===== src/rtl/cc_unit.sv =====
// Y86-64 condition-code unit: derives ZF/SF/OF from the ALU operands and result,
// holds them in the CC register and evaluates the jXX/cmovXX condition from the stored flags.
module cc_unit #(
    parameter int n = 64
) (
    input  logic         clk,
    input  logic         rst_n,
    input  logic         set_cc,
    input  logic         stall,
    input  logic [3:0]   alu_fun,
    input  logic [n-1:0] alu_a,
    input  logic [n-1:0] alu_b,
    input  logic [n-1:0] alu_out,
    input  logic [3:0]   cond_fun,
    output logic         zf,
    output logic         sf,
    output logic         of,
    output logic         cnd,
    output logic         cc_valid,
    output logic         cc_err
);

    localparam logic [3:0] FUN_ADD = 4'd0;
    localparam logic [3:0] FUN_SUB = 4'd1;
    localparam logic [3:0] FUN_AND = 4'd2;
    localparam logic [3:0] FUN_XOR = 4'd3;

    // Signed overflow of b+a: operands agree in sign, result does not.
    function automatic logic ovf_add(input logic a_msb, input logic b_msb, input logic o_msb);
        return (a_msb == b_msb) && (o_msb != a_msb);
    endfunction

    // Signed overflow of b-a: operands differ in sign, result sign differs from b.
    function automatic logic ovf_sub(input logic a_msb, input logic b_msb, input logic o_msb);
        return (a_msb != b_msb) && (o_msb != b_msb);
    endfunction

    logic zf_q, sf_q, of_q, valid_q, err_q;
    logic zf_d, sf_d, of_d, valid_d, err_d;
    logic nz_s, ns_s, lt_s, cnd_s, upd_s;
    logic unused_ok_s;

    assign nz_s  = (alu_out == {n{1'b0}});
    assign ns_s  = alu_out[n-1];
    assign upd_s = set_cc & ~stall;
    // Only the operand sign bits feed the overflow logic.
    assign unused_ok_s = ^{alu_a[n-2:0], alu_b[n-2:0]};

    // Next-state for the CC register and the sticky status bits.
    always_comb begin
        zf_d    = zf_q;
        sf_d    = sf_q;
        of_d    = of_q;
        valid_d = valid_q;
        err_d   = err_q;
        if (upd_s) begin
            case (alu_fun)
                FUN_ADD: begin
                    zf_d    = nz_s;
                    sf_d    = ns_s;
                    of_d    = ovf_add(alu_a[n-1], alu_b[n-1], alu_out[n-1]);
                    valid_d = 1'b1;
                end
                FUN_SUB: begin
                    zf_d    = nz_s;
                    sf_d    = ns_s;
                    of_d    = ovf_sub(alu_a[n-1], alu_b[n-1], alu_out[n-1]);
                    valid_d = 1'b1;
                end
                FUN_AND, FUN_XOR: begin
                    zf_d    = nz_s;
                    sf_d    = ns_s;
                    of_d    = 1'b0;
                    valid_d = 1'b1;
                end
                default: begin
                    err_d = 1'b1;
                end
            endcase
        end else begin
            err_d = err_q;
        end
    end

    // CC register; reset leaves the machine as if the last result was zero.
    always_ff @(posedge clk or negedge rst_n) begin
        if (!rst_n) begin
            zf_q    <= 1'b1;
            sf_q    <= 1'b0;
            of_q    <= 1'b0;
            valid_q <= 1'b0;
            err_q   <= 1'b0;
        end else begin
            zf_q    <= zf_d;
            sf_q    <= sf_d;
            of_q    <= of_d;
            valid_q <= valid_d;
            err_q   <= err_d;
        end
    end

    assign lt_s = sf_q ^ of_q;

    // Condition decode works only on stored flags, so an OPq never sees its own result.
    always_comb begin
        cnd_s = 1'b0;
        case (cond_fun)
            4'd0:    cnd_s = 1'b1;
            4'd1:    cnd_s = lt_s | zf_q;
            4'd2:    cnd_s = lt_s;
            4'd3:    cnd_s = zf_q;
            4'd4:    cnd_s = ~zf_q;
            4'd5:    cnd_s = ~lt_s;
            4'd6:    cnd_s = ~lt_s & ~zf_q;
            default: cnd_s = 1'b0;
        endcase
    end

    assign zf       = zf_q;
    assign sf       = sf_q;
    assign of       = of_q;
    assign cc_valid = valid_q;
    assign cc_err   = err_q;
    assign cnd      = cnd_s;

endmodule

===== config.mk =====
export PLATFORM = sky130hd
export DESIGN_NAME = cc_unit
export DESIGN_NICKNAME = d
export VERILOG_FILES = /design/src/rtl/cc_unit.sv
export SDC_FILE = /design/constraint.sdc
export NUM_CORES = 1
export LEC_CHECK = 0
export ABC_AREA = 1
export BUFFER_PORTS_ARGS = -buffer_cell sky130_fd_sc_hd__buf_4
export CAP_MARGIN = 0
export CORE_AREA = 4 4 79 81
export DETAILED_ROUTE_END_ITERATION = 16
export DIE_AREA = 0 0 83 85
export GPL_ROUTABILITY_DRIVEN = 0
export PLACE_DENSITY = 0.58
export SLEW_MARGIN = 20
export SYNTH_ARGS = -nofsm -noshare
export SYNTH_HDL_FRONTEND = slang
export SYNTH_SLANG_ARGS = --single-unit

===== constraint.sdc =====
create_clock -name clk -period 3.56 [get_ports clk]
set_clock_uncertainty 0.15 [all_clocks]
set_input_delay 0.534 -clock clk [delete_from_list [all_inputs] [get_ports clk]]
set_output_delay 0.534 -clock clk [all_outputs]
set_load 0.005 [all_outputs]

==> results.cfg, run 1 <==
[run_status]
status = finished clean

[synthesis]
syn-cell-area_um2 = 571.8
yosysTopAreaCellShare = 0.2691
yosys-top-cells-area = nor2_1 27%, dfrtp_1 18%, nand2_1 16%, inv_1 7.2%, dfstp_2 4.6%
yosysMostFrequentCell = nor2_1
synth.cells.most_frequent = 41 x nor2_1, 25 x nand2_1, 11 x inv_1, 4 x dfrtp_1, 4 x nand3_1
postSynth.asyncResetShare = 1.000
syn_nets = 313
synth_edf_count = 0
ys_seq_area_frac = 0.2210
syn_avg_cell_area_um2 = 5.246
yosysUniqueCellTypes = 19
yosysWarnings = 0
syn_inst = 109
synth_ff_type = dfrtp_1
synth_seq_cells = 5
yosysTopAreaCell = nor2_1

[floorplan]
dieArea_um2 = 7055
die_w_um = 83
rows = 27
fp.coreArea_um2 = 5473
die_h_um = 85
start_util = 0.1045
io_pins = 210

[sta]
hold_viol_final = 0
tightest_slew_ns = 0.1706
finalCritPeriodShare = 0.5545
fin_hold_ws_ns = 0.3276
rsz0062_at_grt = no
min_period_ns = 1.974
relSlewSlack = 0.8854
maxSlewViolCount = 0
setup_violations = 0
setup_ws_ns = 1.586
max_freq_mhz = 506.6
setup-tns-final_ns = 0

[grt]
grt_pass1_wl_mm = 3.939
grt_max_degree = 6
antenna_found_initial = 0
grt-ovfl-total = 0
grtUsageTotal = 0.06827
grt_pass1_vias = 910

[critical_path]
crit_family = flip-flops
r2r_start = cc_valid
critPathMaxStageDelay_ns = 0.55
worstPathRequired_ns = 2.88
startpoint_type = flop
criticalPathCategory = reg2out
cp_max_fo = 4
arrival_ns = 1.29
crit_path_start = zf
slowest_stage = dfstp_2
r2r_end = cc_valid
rr_worst_depth = 1
setup.worst_path.end_class = primary output
critPathBufInv = 2
critical_path.cell_chain = inv_1 -> nor2_1 -> nor2_1 -> nand2_1 -> nand2_1 -> nand2_1 -> nor2_1 -> buf_4
reg2reg_slack_ns = 2.63

[placement]
placed_area_um2 = 1285
dp_hpwl_mm = 2.360
dp_cells = 264
post-place-ws_ns = 1.681
port_buffers = 83

[clock_network]
cts_sinks = 5
cts_buffers = 3
post_cts_buffers = 0
cts_tree = done
root_buffer = clkbuf_8
cts_max_level = 1
clkLatencyLatePin_ns = 0.22
clk_path_buf_depth = 2
cts.clk_slew.worst_paths_ns = 0.03

[routing]
via_count = 953
drc_errors = 0
drt-pass1-iter-count = 4
wl_mm = 2.517
ant_nets = 0
viasPerCell = 3.543
routedWlPerCell_um = 9.357
drtIter0Drc = 16

[worst_hold_path]
hold_end = cc_valid
holdCritStartpoint = cc_valid
hold_depth = 1
hold_class = reg2reg

[layout]
layoutNonFillerInstCount = 269
fillers = 632
antenna_cells = 0
drive_gt1_frac = 0.4822
nNetsFinal = 402
syn_to_final_growth_pct = 134.4
design_area_um2 = 1340
final_util = 0.2449

[power_and_ir_drop]
p_leak_nw = 0.6952
peakVddDrop_uv = 88.30
power_mw = 0.2813
power_density_nw_per_um2 = 209.9

[flow_run]
max-cap-violations = 0
[state kept, by name, indices dropped and copies added, names as in the netlist]
name	cells
cc_err	1
cc_valid	1
of	1
sf	1
zf	1
[timing repair]
item,4_1_cts,5_1_grt
hold buffers,1,0
endpoints found under the setup margin,0,0
resized for setup,0,0
hold endpoints to repair,4,0
[kinds of logic (layout without fill, tap and decap cells)]
| family | after synthesis | count (layout) | synth area share |
|---|---|---|---|
| AOI/OAI and AO/OA | 9 | 9 | 0.08970 |
| xor gates and xnor gates | 1 | 1 | 0.01532 |
| buffers and inverters | 14 | 102 | 0.09190 |
| DFF | 5 | 5 | 0.2210 |
| and+or+nand+nor | 80 | 80 | 0.5821 |
[cell type report]
type,count,area [µm²],share of cell area
timing repair buffer,84,633.1,0.4725
inverter,14,52.55,0.03922
sequential,5,126.4,0.09430
clock buffer,4,45.04,0.03361
multi-input combinational,90,392.9,0.2932
tap,72,90.09,0.06723
[routing by layer]
layer,part of all wire,vias up,global-route usage
li1,-,512,-
met1,0.40,367,0.07848
met2,0.39,72,0.1020
met3,0.20,2,0.03981
met4,0.0091,0,0.03120
met5,0,-,0
[cells in the final DEF, fill, tap and decap left out, types with 2 or more instances in the layout]
cell type  netlist  final
nand2_2          2      2
buf_4            0     83
nand2_1         25     25
dfrtp_1          4      4
nand3_1          4      4
inv_1           11     11
nor3_1           2      2
o21ai_1          3      3
o21ai_0          3      3
inv_2            3      3
nand4_1          3      3
nor2_1          41     41
clkbuf_8         0      3
[power breakdown]
group,internal [mW],switching (mW)
clock,0.0767,0.0259
combinational,0.0754,0.0368
sequential,0.0619,0.00455
total,0.214,0.0672
[worst max path at each step]
stage               end  slack, ns  cells after the start
floorplan           cnd       1.93                      7
global placement    cnd       1.69                      9
detailed placement  cnd       1.68                      9
CTS                 cnd       1.56                      8
global route        cnd       1.50                      8
finish              cnd       1.59                      8
No activity file was read; power rests on OpenSTA's default activity.
==> run 2, diff against run 1 <==
--- a/config.mk
+++ b/config.mk
@@ -12,7 +12,7 @@
 export DETAILED_ROUTE_END_ITERATION = 16
 export DIE_AREA = 0 0 83 85
 export GPL_ROUTABILITY_DRIVEN = 0
-export PLACE_DENSITY = 0.58
+export PLACE_DENSITY = 0.6
 export SLEW_MARGIN = 20
 export SYNTH_ARGS = -nofsm -noshare
 export SYNTH_HDL_FRONTEND = slang
==> constraint.sdc (replaced) <==
create_clock -name clk -period 1.6 [get_ports clk]
set_clock_uncertainty 0.15 [all_clocks]
set_input_delay 0.24 -clock clk [delete_from_list [all_inputs] [get_ports clk]]
set_output_delay 0.24 -clock clk [all_outputs]
set_load 0.005 [all_outputs]
==> run 2 against run 1 <==
  * The flow now finishes with violations (setup timing)
  * Register-to-register slack got worse by 2.0 ns
  * Worst setup slack got worse by 1.6 ns
  * Total power rose by 120%
  * Global-route usage fell by 0.14 points
  * Critical path type unchanged
  * Critical endpoint unchanged
  * Largest cell class unchanged
  * Highest routed layer unchanged
==> results.cfg, run 2 (same netlist as run 1, synthesis figures left out) <==
[layout]
drive_gt1_frac = 0.4899
nNetsFinal = 403
fillers = 619
design_area_um2 = 1348
layout_common_cells = 84 x buf_4, 41 x nor2_1, 25 x nand2_1
syn_to_final_growth_pct = 135.7
antenna_cells = 0
mostFrequentLayoutCell = buf_4

[critical_path]
rr_worst_depth = 3
arrival_ns = 1.25
worstPathRequired_ns = 1.21
startpoint_type = flop
cp_max_fo = 4
r2r_start = zf
criticalPathCategory = reg2out
crit_path_start = zf
setup.worst_path.end_class = primary output

[grt]
grt_max_degree = 6
antenna_found_initial = 0
grt-ovfl-total = 0
grt_pass1_wl_mm = 4.008
grt_pass1_vias = 1007
grtUsageTotal = 0.06684

[routing]
viasPerCell = 3.604
routedWlPerCell_um = 8.830
via_count = 973
wl_mm = 2.384
drc_errors = 0
drt-pass1-iter-count = 4
ant_nets = 0
drtIter0Drc = 9

[power_and_ir_drop]
peakVddDrop_uv = 252.3
p_leak_nw = 0.7010
power_density_nw_per_um2 = 464.6
power_mw = 0.6261

[sta]
tightest_slew_ns = 0.1699
setup_violations = 1
relSlewSlack = 0.8864
min_period_ns = 1.637
rsz0062_at_grt = yes
maxSlewViolCount = 0
hold_viol_final = 0
fin_hold_ws_ns = 0.1271
max_freq_mhz = 610.9
setup_ws_ns = -0.03686
finalCritPeriodShare = 1.023
setup-tns-final_ns = -0.03686

[placement]
dp_hpwl_mm = 2.230
port_buffers = 83
post-place-ws_ns = 0.1650
placed_area_um2 = 1285

[clock_network]
clk_path_buf_depth = 2
cts.clk_slew.worst_paths_ns = 0.04
cts_max_level = 1
clkLatencyLatePin_ns = 0.21
cts_tree = done
cts_sinks = 5
root_buffer = clkbuf_8
cts_buffers = 3

[floorplan]
die_w_um = 83
rows = 27
dieArea_um2 = 7055
fp.coreArea_um2 = 5473
die_h_um = 85
io_pins = 210
start_util = 0.1045

[worst_hold_path]
holdCritStartpoint = set_cc
hold_depth = 2
hold_class = in2reg

[run_status]
status = complete, but fails checks
violations = setup timing

[flow_run]
max-cap-violations = 0
==> run 2: cell count changes in the layout (fill, tap and decap cells not counted), sizes merged <==
cell / before / now
buf: 83 / 84
==> run 2: area by class of cell <==
class / instances / area (µm²) / share of cell area
Inverter: 14 / 52.55 / 0.03900
Clock buffer: 4 / 45.04 / 0.03343
Multi-Input combinational cell: 90 / 392.9 / 0.2916
Timing Repair Buffer: 85 / 640.6 / 0.4754
Sequential cell: 5 / 126.4 / 0.09378
Tap cell: 72 / 90.09 / 0.06685
==> run 2: path summary, 6_finish.rpt <==
kind                            endpoint  slack (ns)
worst max-delay path                 cnd       -0.04
worst min-delay path              cc_err        0.13
worst max register to register        zf        0.63
worst min register to register    cc_err        0.32
max in group asynchronous             zf        0.89
min in group asynchronous         cc_err        0.21
==> run 2: per-stage QoR <==
stage / std cells / util
3_5_place_dp: 264 / 0.2348
2_1_floorplan: 109 / -
3_3_place_gp: 264 / 0.2348
4_1_cts: 270 / 0.2462
5_1_grt: 270 / 0.2462
6_report: 270 / 0.2462
==> run 2: critical path: stages, from the launching register on <==
cell and delay (ns):
dfstp_2 0.55, inv_2 0.04, nor2_1 0.07, nor2_1 0.05
nand2_1 0.05, nand2_1 0.04, nand2_1 0.05, nor2_1 0.04
buf_4 0.13
==> run 2: power breakdown <==
group	internal (mW)	switching [mW]	leakage [nW]	total, mW
clock network	0.171	0.0573	0.0228	0.228
registers	0.138	0.00961	0.0538	0.147
logic	0.168	0.0829	0.624	0.251
==> run 2: metal layers <==
layer,vias up,track usage,part of all wire
li1,514,-,-
met3,2,0.03107,0.18
met4,0,0.02229,0.0096
met2,69,0.1086,0.42
met1,388,0.07785,0.39
met5,-,0,0
==> run 2: timing repair <==
| action | in CTS | in global routing |
|---|---|---|
| hold buffers | 1 | 0 |
| endpoints found under the setup margin | 1 | 1 |
| hold endpoints to repair | 5 | 0 |
| resized for setup | 1 | 0 |
| buffers inserted | 1 | 0 |
==> run 3, diff against run 2 <==
--- a/config.mk
+++ b/config.mk
@@ -12,7 +12,7 @@
 export DETAILED_ROUTE_END_ITERATION = 16
 export DIE_AREA = 0 0 83 85
 export GPL_ROUTABILITY_DRIVEN = 0
-export PLACE_DENSITY = 0.6
+export PLACE_DENSITY = 0.61
 export SLEW_MARGIN = 20
 export SYNTH_ARGS = -nofsm -noshare
 export SYNTH_HDL_FRONTEND = slang
==> run 3 against run 2 <==
  * The run still ends with setup timing left
  * Cell count is 1.1% higher
  * Largest power group unchanged
  * Cell area is 2.4% higher
  * Sequential share of layout area is 0.22 points lower
  * Critical path depth is 1 lower
  * Worst setup slack worse by 0.026 ns
  * Count of clock-buffer cells in the layout stayed put
  * Non-clock buffer count is 3 higher
  * Highest routed layer unchanged
==> results.cfg, run 3 (same netlist as run 1, synthesis figures left out) <==
[run_status]
status = complete, but fails checks
violations = setup timing

[critical_path]
rr_worst_depth = 3
critPathCapture = cnd
r2r_start = zf
criticalPathCategory = reg2out
worstPathRequired_ns = 1.21
path_depth = 7
reg2reg_slack_ns = 0.63
crit_top_cell = nand2_1
crit_family = flip-flops
arrival_ns = 1.27
critPathBufInv = 1
r2r_end = zf
startpoint_type = flop
critPathMaxStageDelay_ns = 0.40
cp_max_fo = 2
crit_path_start = sf
critical_path.cell_chain = xor2_2 -> o21ai_1 -> nand2_1 -> nand2_1 -> nand2_1 -> nor2_1 -> buf_4
setup.worst_path.end_class = primary output
slowest_stage = dfrtp_1

[clock_network]
clk_path_buf_depth = 2
cts_tree = done
cts.clk_slew.worst_paths_ns = 0.04
cts_buffers = 3
cts_sinks = 5
root_buffer = clkbuf_8
clkLatencyLatePin_ns = 0.21
cts_max_level = 1

[floorplan]
die_h_um = 85
fp.coreArea_um2 = 5473
dieArea_um2 = 7055
rows = 27
io_pins = 210
die_w_um = 83
start_util = 0.1045

[layout]
antenna_cells = 0
syn_to_final_growth_pct = 141.4
nNetsFinal = 406
layout_common_cells = 87 x buf_4, 40 x nor2_1, 25 x nand2_1
mostFrequentLayoutCell = buf_4
fillers = 630
drive_gt1_frac = 0.5075

[sta]
max_freq_mhz = 601.2
setup_ws_ns = -0.06328
min_period_ns = 1.663
rsz0062_at_grt = yes
tightest_slew_ns = 0.1557
hold_viol_final = 0
maxSlewViolCount = 0
setup_violations = 1
relSlewSlack = 0.8951
fin_hold_ws_ns = 0.1409
finalCritPeriodShare = 1.040

[power_and_ir_drop]
peakVddDrop_uv = 160.6
p_leak_nw = 0.7160
power_density_nw_per_um2 = 469.8

[routing]
drc_errors = 0
routedWlPerCell_um = 9.282
wl_mm = 2.534
drtIter0Drc = 12
viasPerCell = 3.582
drt-pass1-iter-count = 4
via_count = 978
ant_nets = 0

[grt]
grt-ovfl-total = 0
grt_max_degree = 6
grt_pass1_wl_mm = 3.953
grtUsageTotal = 0.06638
grt_pass1_vias = 968
antenna_found_initial = 0

[placement]
dp_hpwl_mm = 2.277
port_buffers = 83
post-place-ws_ns = 0.1671

[flow_run]
max-cap-violations = 0

[worst_hold_path]
hold_class = in2reg
hold_depth = 2
==> run 3: changes by cell type in the layout (fill, tap and decap cells not counted), sizes merged <==
cell / before / now
buf: 84 / 87
==> run 3: timing repair <==
item,CTS,global route
endpoints found under the hold margin,5,0
pin swaps,0,2
gates cloned,0,0
setup endpoints to repair,1,1
gates resized for setup,1,2
hold buffers,1,0
setup buffers,2,2
==> run 3: how the worst min path moves through the flow <==
stage,start,end,slack [ns]
2_1_floorplan,rst_n,cc_err,-0.21
3_5_place_dp,rst_n,cc_err,-0.10
3_3_place_gp,rst_n,cc_err,-0.11
5_1_grt,set_cc,cc_err,0.14
4_1_cts,set_cc,cc_err,0.14
6_report,set_cc,cc_err,0.14
==> run 3: layout make-up <==
type | count | area [µm²] | area share
Timing Repair Buffer | 88 | 663.1 | 0.4805
Multi-Input combinational cell | 90 | 402.9 | 0.2919
Sequential cell | 5 | 126.4 | 0.09157
Inverter | 14 | 52.55 | 0.03808
Tap cell | 72 | 90.09 | 0.06528
Clock buffer | 4 | 45.04 | 0.03264
==> run 3: power by group <==
part | total [mW] | switching (mW) | internal (mW) | leakage, nW
clock | 0.229 | 0.0581 | 0.171 | 0.0228
sequential | 0.149 | 0.0115 | 0.138 | 0.0538
combinational | 0.270 | 0.0893 | 0.181 | 0.639
==> run 3: per-layer routing <==
metal,vias to the layer above,GRT usage,wire length [µm]
li1,520,-,-
met1,387,0.07307,968
met2,69,0.1152,1130
met3,2,0.03107,412
met4,0,0.01783,23
met5,-,0,0
==> run 3: through the flow <==
stage          power [mW]  instances  utilization  setup TNS (ns)  cell area (µm²)
6_report           0.6484        273       0.2522        -0.06328             1380
5_1_grt            0.6991        273       0.2522         -0.1662             1380
4_1_cts            0.6358        271       0.2476        -0.04510             1355
3_5_place_dp       0.4006        264       0.2348               0             1285
3_3_place_gp       0.3973        264       0.2348               0             1285
2_1_floorplan      0.2168        109            -               0            571.8
